===== src/rtl/pong_score_keeper.sv =====
// pong_score_keeper: Pong score keeper. Counts one point per ball exit
// (top row -> player B, bottom row -> player A). It runs a serve handshake with
// the ball-motion logic and latches game-over and the winner when a player
// reaches WIN_SCORE.
// Ports:
//   clk, rst_n          clock, asynchronous active-low reset
//   playing             game enable; 0 clears the game back to IDLE
//   ball_valid, ball_y  frame strobe and ball row
//   serve_ack           ball-motion logic has re-served the ball
//   score_a, score_b    player scores
//   point_a, point_b    1-cycle pulse per point scored
//   serve_req           re-serve request, held until serve_ack
//   game_over, winner   game finished; winner 0 = A, 1 = B
module pong_score_keeper #(
   parameter int unsigned COORD_W    = 3,
   parameter int unsigned TOP_ROW    = 0,
   parameter int unsigned BOTTOM_ROW = 7,
   parameter int unsigned SCORE_W    = 4,
   parameter int unsigned WIN_SCORE  = 9
) (
   input  logic               clk,
   input  logic               rst_n,
   input  logic               playing,
   input  logic               ball_valid,
   input  logic [COORD_W-1:0] ball_y,
   input  logic               serve_ack,
   output logic [SCORE_W-1:0] score_a,
   output logic [SCORE_W-1:0] score_b,
   output logic               point_a,
   output logic               point_b,
   output logic               serve_req,
   output logic               game_over,
   output logic               winner
);

   localparam logic [COORD_W-1:0] TOP_Y   = COORD_W'(TOP_ROW);
   localparam logic [COORD_W-1:0] BOT_Y   = COORD_W'(BOTTOM_ROW);
   localparam logic [SCORE_W-1:0] WIN_VAL = SCORE_W'(WIN_SCORE);

   typedef enum logic [1:0] {
      IDLE  = 2'd0,
      PLAY  = 2'd1,
      SERVE = 2'd2,
      OVER  = 2'd3
   } state_e;

   state_e               state_q, state_d;
   logic [SCORE_W-1:0]   score_a_q, score_a_d;
   logic [SCORE_W-1:0]   score_b_q, score_b_d;
   logic                 point_a_q, point_a_d;
   logic                 point_b_q, point_b_d;
   logic                 serve_req_q, serve_req_d;
   logic                 game_over_q, game_over_d;
   logic                 winner_q, winner_d;

   logic                 hit_a, hit_b;
   logic [SCORE_W-1:0]   inc_a, inc_b;

   // Score events; the two rows differ so at most one can fire per cycle.
   assign hit_a = ball_valid && (ball_y == BOT_Y);
   assign hit_b = ball_valid && (ball_y == TOP_Y);
   assign inc_a = score_a_q + SCORE_W'(1);
   assign inc_b = score_b_q + SCORE_W'(1);

   // Next-state and registered-output logic.
   always_comb begin
      state_d     = state_q;
      score_a_d   = score_a_q;
      score_b_d   = score_b_q;
      point_a_d   = 1'b0;
      point_b_d   = 1'b0;
      serve_req_d = serve_req_q;
      game_over_d = game_over_q;
      winner_d    = winner_q;

      if (!playing) begin
         state_d     = IDLE;
         score_a_d   = '0;
         score_b_d   = '0;
         serve_req_d = 1'b0;
         game_over_d = 1'b0;
         winner_d    = 1'b0;
      end else begin
         unique case (state_q)
            IDLE: begin
               score_a_d = '0;
               score_b_d = '0;
               state_d   = PLAY;
            end
            PLAY: begin
               if (hit_a) begin
                  score_a_d = inc_a;
                  point_a_d = 1'b1;
                  if (inc_a == WIN_VAL) begin
                     state_d     = OVER;
                     game_over_d = 1'b1;
                     winner_d    = 1'b0;
                  end else begin
                     state_d     = SERVE;
                     serve_req_d = 1'b1;
                  end
               end else if (hit_b) begin
                  score_b_d = inc_b;
                  point_b_d = 1'b1;
                  if (inc_b == WIN_VAL) begin
                     state_d     = OVER;
                     game_over_d = 1'b1;
                     winner_d    = 1'b1;
                  end else begin
                     state_d     = SERVE;
                     serve_req_d = 1'b1;
                  end
               end
            end
            // Ball position is ignored here so a lingering ball scores once.
            SERVE: begin
               if (serve_ack) begin
                  state_d     = PLAY;
                  serve_req_d = 1'b0;
               end
            end
            OVER: begin
               state_d = OVER;
            end
            default: state_d = IDLE;
         endcase
      end
   end

   // State and output registers.
   always_ff @(posedge clk or negedge rst_n) begin
      if (!rst_n) begin
         state_q     <= IDLE;
         score_a_q   <= '0;
         score_b_q   <= '0;
         point_a_q   <= 1'b0;
         point_b_q   <= 1'b0;
         serve_req_q <= 1'b0;
         game_over_q <= 1'b0;
         winner_q    <= 1'b0;
      end else begin
         state_q     <= state_d;
         score_a_q   <= score_a_d;
         score_b_q   <= score_b_d;
         point_a_q   <= point_a_d;
         point_b_q   <= point_b_d;
         serve_req_q <= serve_req_d;
         game_over_q <= game_over_d;
         winner_q    <= winner_d;
      end
   end

   assign score_a   = score_a_q;
   assign score_b   = score_b_q;
   assign point_a   = point_a_q;
   assign point_b   = point_b_q;
   assign serve_req = serve_req_q;
   assign game_over = game_over_q;
   assign winner    = winner_q;

endmodule


===== config.mk =====
export PLATFORM = sky130hd
export DESIGN_NAME = pong_score_keeper
export DESIGN_NICKNAME = d
export VERILOG_FILES = /design/src/rtl/pong_score_keeper.sv
export SDC_FILE = /design/constraint.sdc
export NUM_CORES = 1
export LEC_CHECK = 0
export CAP_MARGIN = 25
export CORE_MARGIN = 5
export CORE_UTILIZATION = 30
export CTS_CLUSTER_SIZE = 30
export DETAILED_ROUTE_END_ITERATION = 7
export PLACE_DENSITY = 0.6
export SLEW_MARGIN = 20
export SYNTH_ARGS = -nofsm -noshare
export SYNTH_HDL_FRONTEND = slang
export SYNTH_SLANG_ARGS = --single-unit
export TNS_END_PERCENT = 100

===== constraint.sdc =====
create_clock -name clk -period 3.4 [get_ports clk]
set_clock_uncertainty 0.2 [all_clocks]
set_input_delay 0.34 -clock clk [delete_from_list [all_inputs] [get_ports clk]]
set_output_delay 0.34 -clock clk [all_outputs]
set_load 0.03 [all_outputs]

==> parameters.txt <==
Parameter                              Value

Detailed routing
  Post-route ant nets ... 0
  Routed via count ... 877
  Average wire length per cell after detail routing ... 12.8 um
  1st-pass router iterations ... 4
  Remaining routing DRC violations ... 0
  Via-per-instance ratio ... 5.10
  Initial DRC Count ... 28
  Routed wire length ... 2200 um

CTS
  Count of clock tree sinks ... 15
  Setup repair bufs after CTS ... 0
  Inserted Clock Buffers ... 3
  Clock tree from TritonCTS ... yes
  H-tree levels ... 1
  Maximum count of clock buffers along a single path ... 2
  Hold-fix buffers at CTS ... 0
  Clock slew at the register clock pins of the worst setup and hold paths ... 0.09 ns
  CTS root buf ... sky130_fd_sc_hd__clkbuf_4
  Later-pin clock latency in the skew report ... 0.29 ns
  Resize count post-CTS ... 0

Floorplan
  Total I/O pin count ... 21
  Die Wd ... 66.9 um
  Area of the placeable core ... 3080 um2
  Vertical extent of the die ... 66.9 um
  Floorplan die area ... 4470 um2
  Starting density of the core ... 31.5%
  Number of standard-cell rows in the floorplan ... 20

Synth
  Simple-Gate Fraction of Synth Area ... 26.4%
  Syn Inst Count ... 109
  Fraction of the mapped netlist area in compound gates ... 22.2%
  FF+latch count, synth ... 15
  Number of warning messages in the yosys log ... 0
  Fraction of the yosys area taken by sequential cells ... 38.7%
  Multiplexer share of the synthesized area ... 3.35%
  Total nets after synthesis ... 121
  Post-synthesis cell type count ... 37
  Xor/xnor cell area share of the yosys netlist ... 0%
  Mean post-synth cell area ... 8.91 um2
  Arithmetic-cell share of the synthesized area counting full adders, half adders and majority gates ... 5.15%
  Post-synthesis instance area ... 971 um2
  Dominant combinational cell family by area after synthesis ... simple AND/OR/NAND/NOR gates

Final layout
  Leading cell type in the layout, fill and taps excluded ... sky130_fd_sc_hd__clkdlybuf4s50_1
  Number of antenna diodes ... 0
  Post-layout utilization of the core ... 40.1%
  Commonest non-fill, non-tap cells in the layout ... sky130_fd_sc_hd__clkdlybuf4s50_1 (20), sky130_fd_sc_hd__dfrtp_1 (15), sky130_fd_sc_hd__nand2_1 (11)
  Share of cells above drive strength 1 ... 8.59%
  Total Nets Final ... 141
  Area added between synthesis and finish ... 27.2%

Timing
  Number of pins exceeding their max-slew limit in the final report ... 0
  Number of failing hold endpoints at the final stage ... 0
  Setup-violating endpoint count in the final report ... 0
  Post-layout minimum cycle time ... 2.09 ns
  Least-Margin Pin Slew ... 0.688 ns
  Setup repair after global routing missed its margin ... no
  Maximum frequency from static timing analysis ... 0.478 GHz
  Setup TNS after final layout ... 0 ns
  Worst slew margin relative to its limit ... 54.0%
  Part of the cycle the worst path needs ... 61.6%

Power
  Static power due to leakage ... 0.467 nW
  Cell Pwr Density ... 267 nW/um2
  Max IR drop VDD ... 0.000135 V

Placement
  Port buffer count ... 20
  Sum of net half-perimeters after detailed placement ... 1680 um
  Gpl congestion ... 0.760

Global route
  Vias in the first global route ... 816
  Global routing usage summed across all routing layers ... 10.7%
  First-pass GRT wire length ... 3710 um
  Antenna violations before repair ... 0
  Largest net degree at the start of global routing ... 18
  Global route total overflow ... 0

Min path
  Hold Crit Class ... primary input to async pin

Flow run
  Max-cap viol count ... 0

Setup path
  Stage delay of the slowest cell on the critical path ... 0.47 ns
  Largest fanout of any net on the critical path ... 7
  Critical-path top delay cell ... sky130_fd_sc_hd__dfrtp_1
  Number of cells on the worst reg-to-reg path ... 6
  CP Class ... flip-flop to flip-flop
  Crit-path cells ... ha_1, and2_1, a21oi_1, o21ai_0, o22a_1, o221a_2
  Critical path endpoint category ... flip-flop
  Element type at the critical path start ... flip-flop
  Arrival time at the worst endpoint ... 2.08 ns
  Req. time, crit path ... 3.39 ns

Outcome
  Outcome ... finished clean
==> sequential cells by signal, indices dropped and copies added, names as in the netlist <==
| signal | flops |
|---|---|
| game_over | 1 |
| point_a | 1 |
| point_b | 1 |
| score_a | 4 |
| score_b | 4 |
| serve_req | 1 |
| state_q | 2 |
| winner | 1 |
==> through the flow <==
| stage | power, W | worst slack, ns | instance area (um2) | hold slack, ns | cells |
|---|---|---|---|---|---|
| finish | 0.000330 | 1.31 | 1230 | 0.254 | 172 |
| global route | 0.000344 | 1.11 | 1230 | 0.333 | 172 |
| CTS | 0.000333 | 1.31 | 1230 | 0.286 | 172 |
| detailed placement | 0.000228 | 0.997 | 1210 | 0.347 | 168 |
| global placement | 0.000227 | 1.08 | 1210 | 0.358 | 168 |
| floorplan | 0.000207 | 1.38 | 971 | -0.156 | 109 |
==> critical path, delay by kind of cell, from the launching register on <==
kind	cells	cell delay [ns]
compound gates	4	0.92
simple gates	1	0.16
fa+ha+maj	1	0.26
flops	1	0.47
==> path summary, 6_finish.rpt <==
path	startpoint	end	slack, ns
setup / recovery	score_b[0]	state_q[0]	1.31
max in group asynchronous	rst_n	score_b[2]	2.31
hold / removal	rst_n	score_a[1]	0.25
hold reg to reg	game_over	game_over	0.37
setup reg to reg	score_b[0]	state_q[0]	1.31
min in group clk	game_over	game_over	0.37
==> per-layer routing <==
metal / GRT usage (%) / share of wire [%] / vias up
li1: - / - / 432
met2: 17.8 / 50 / 22
met1: 13.8 / 45 / 420
met5: 0 / 0 / -
met4: 3.80 / 1.0 / 0
met3: 1.52 / 4.3 / 3
==> synth_stat cells (all sizes together) <==
library cell	count	share of area (%)
o221ai	1	0.90
o32ai	1	0.90
inv	6	2.3
nand4	2	1.3
a21oi	4	2.1
nor4b	1	2.4
a31oi	1	0.64
nand3	3	1.5
a311oi	1	0.90
a221oi	1	0.90
a21boi	4	3.1
mux2	2	2.3
nor2b	3	1.9
o21ai	9	4.6
and3	1	0.77
ha	4	5.2
a22oi	3	2.8
and4	1	1.0
clkbuf	5	1.9
nor2	10	3.9
and2	3	1.9
dfrtp	15	39
nand4bb	1	1.2
nor4	1	0.64
o2111ai	1	0.90
nand2	11	4.3
or4b	1	1.4
o221a	1	1.2
o21a	2	1.5
nand3b	1	0.77
mux2i	1	1.0
nand2b	2	1.3
o22a	1	0.90
o211ai	1	0.77
nor3	4	2.1
==> power by group <==
group / switching [W] / total [W] / leakage (nW) / internal, W
clock: 0.0000617 / 0.000106 / 0.0177 / 0.0000439
combinational: 0.0000214 / 0.0000385 / 0.242 / 0.0000171
sequential: 0.00000510 / 0.000185 / 0.207 / 0.000180
total: 0.0000881 / 0.000329 / 0.467 / 0.000241
==> layout make-up <==
cell class	count	area [um2]
fill	315	1840
multi-input combinational	83	554
sequential	15	375
timing repair buffer	20	200
tap	44	55.1
clock buffer	3	22.5
inverter	6	22.5
clock inverter	1	5.00
==> logic make-up after synthesis <==
group,count (synthesis)
and+or+nand+nor,45
AOI/OAI and AO/OA,31
DFF,15
buffers and inverters,11
adders and majority gates,4
muxes,3
(Power assumes the default switching activity.)
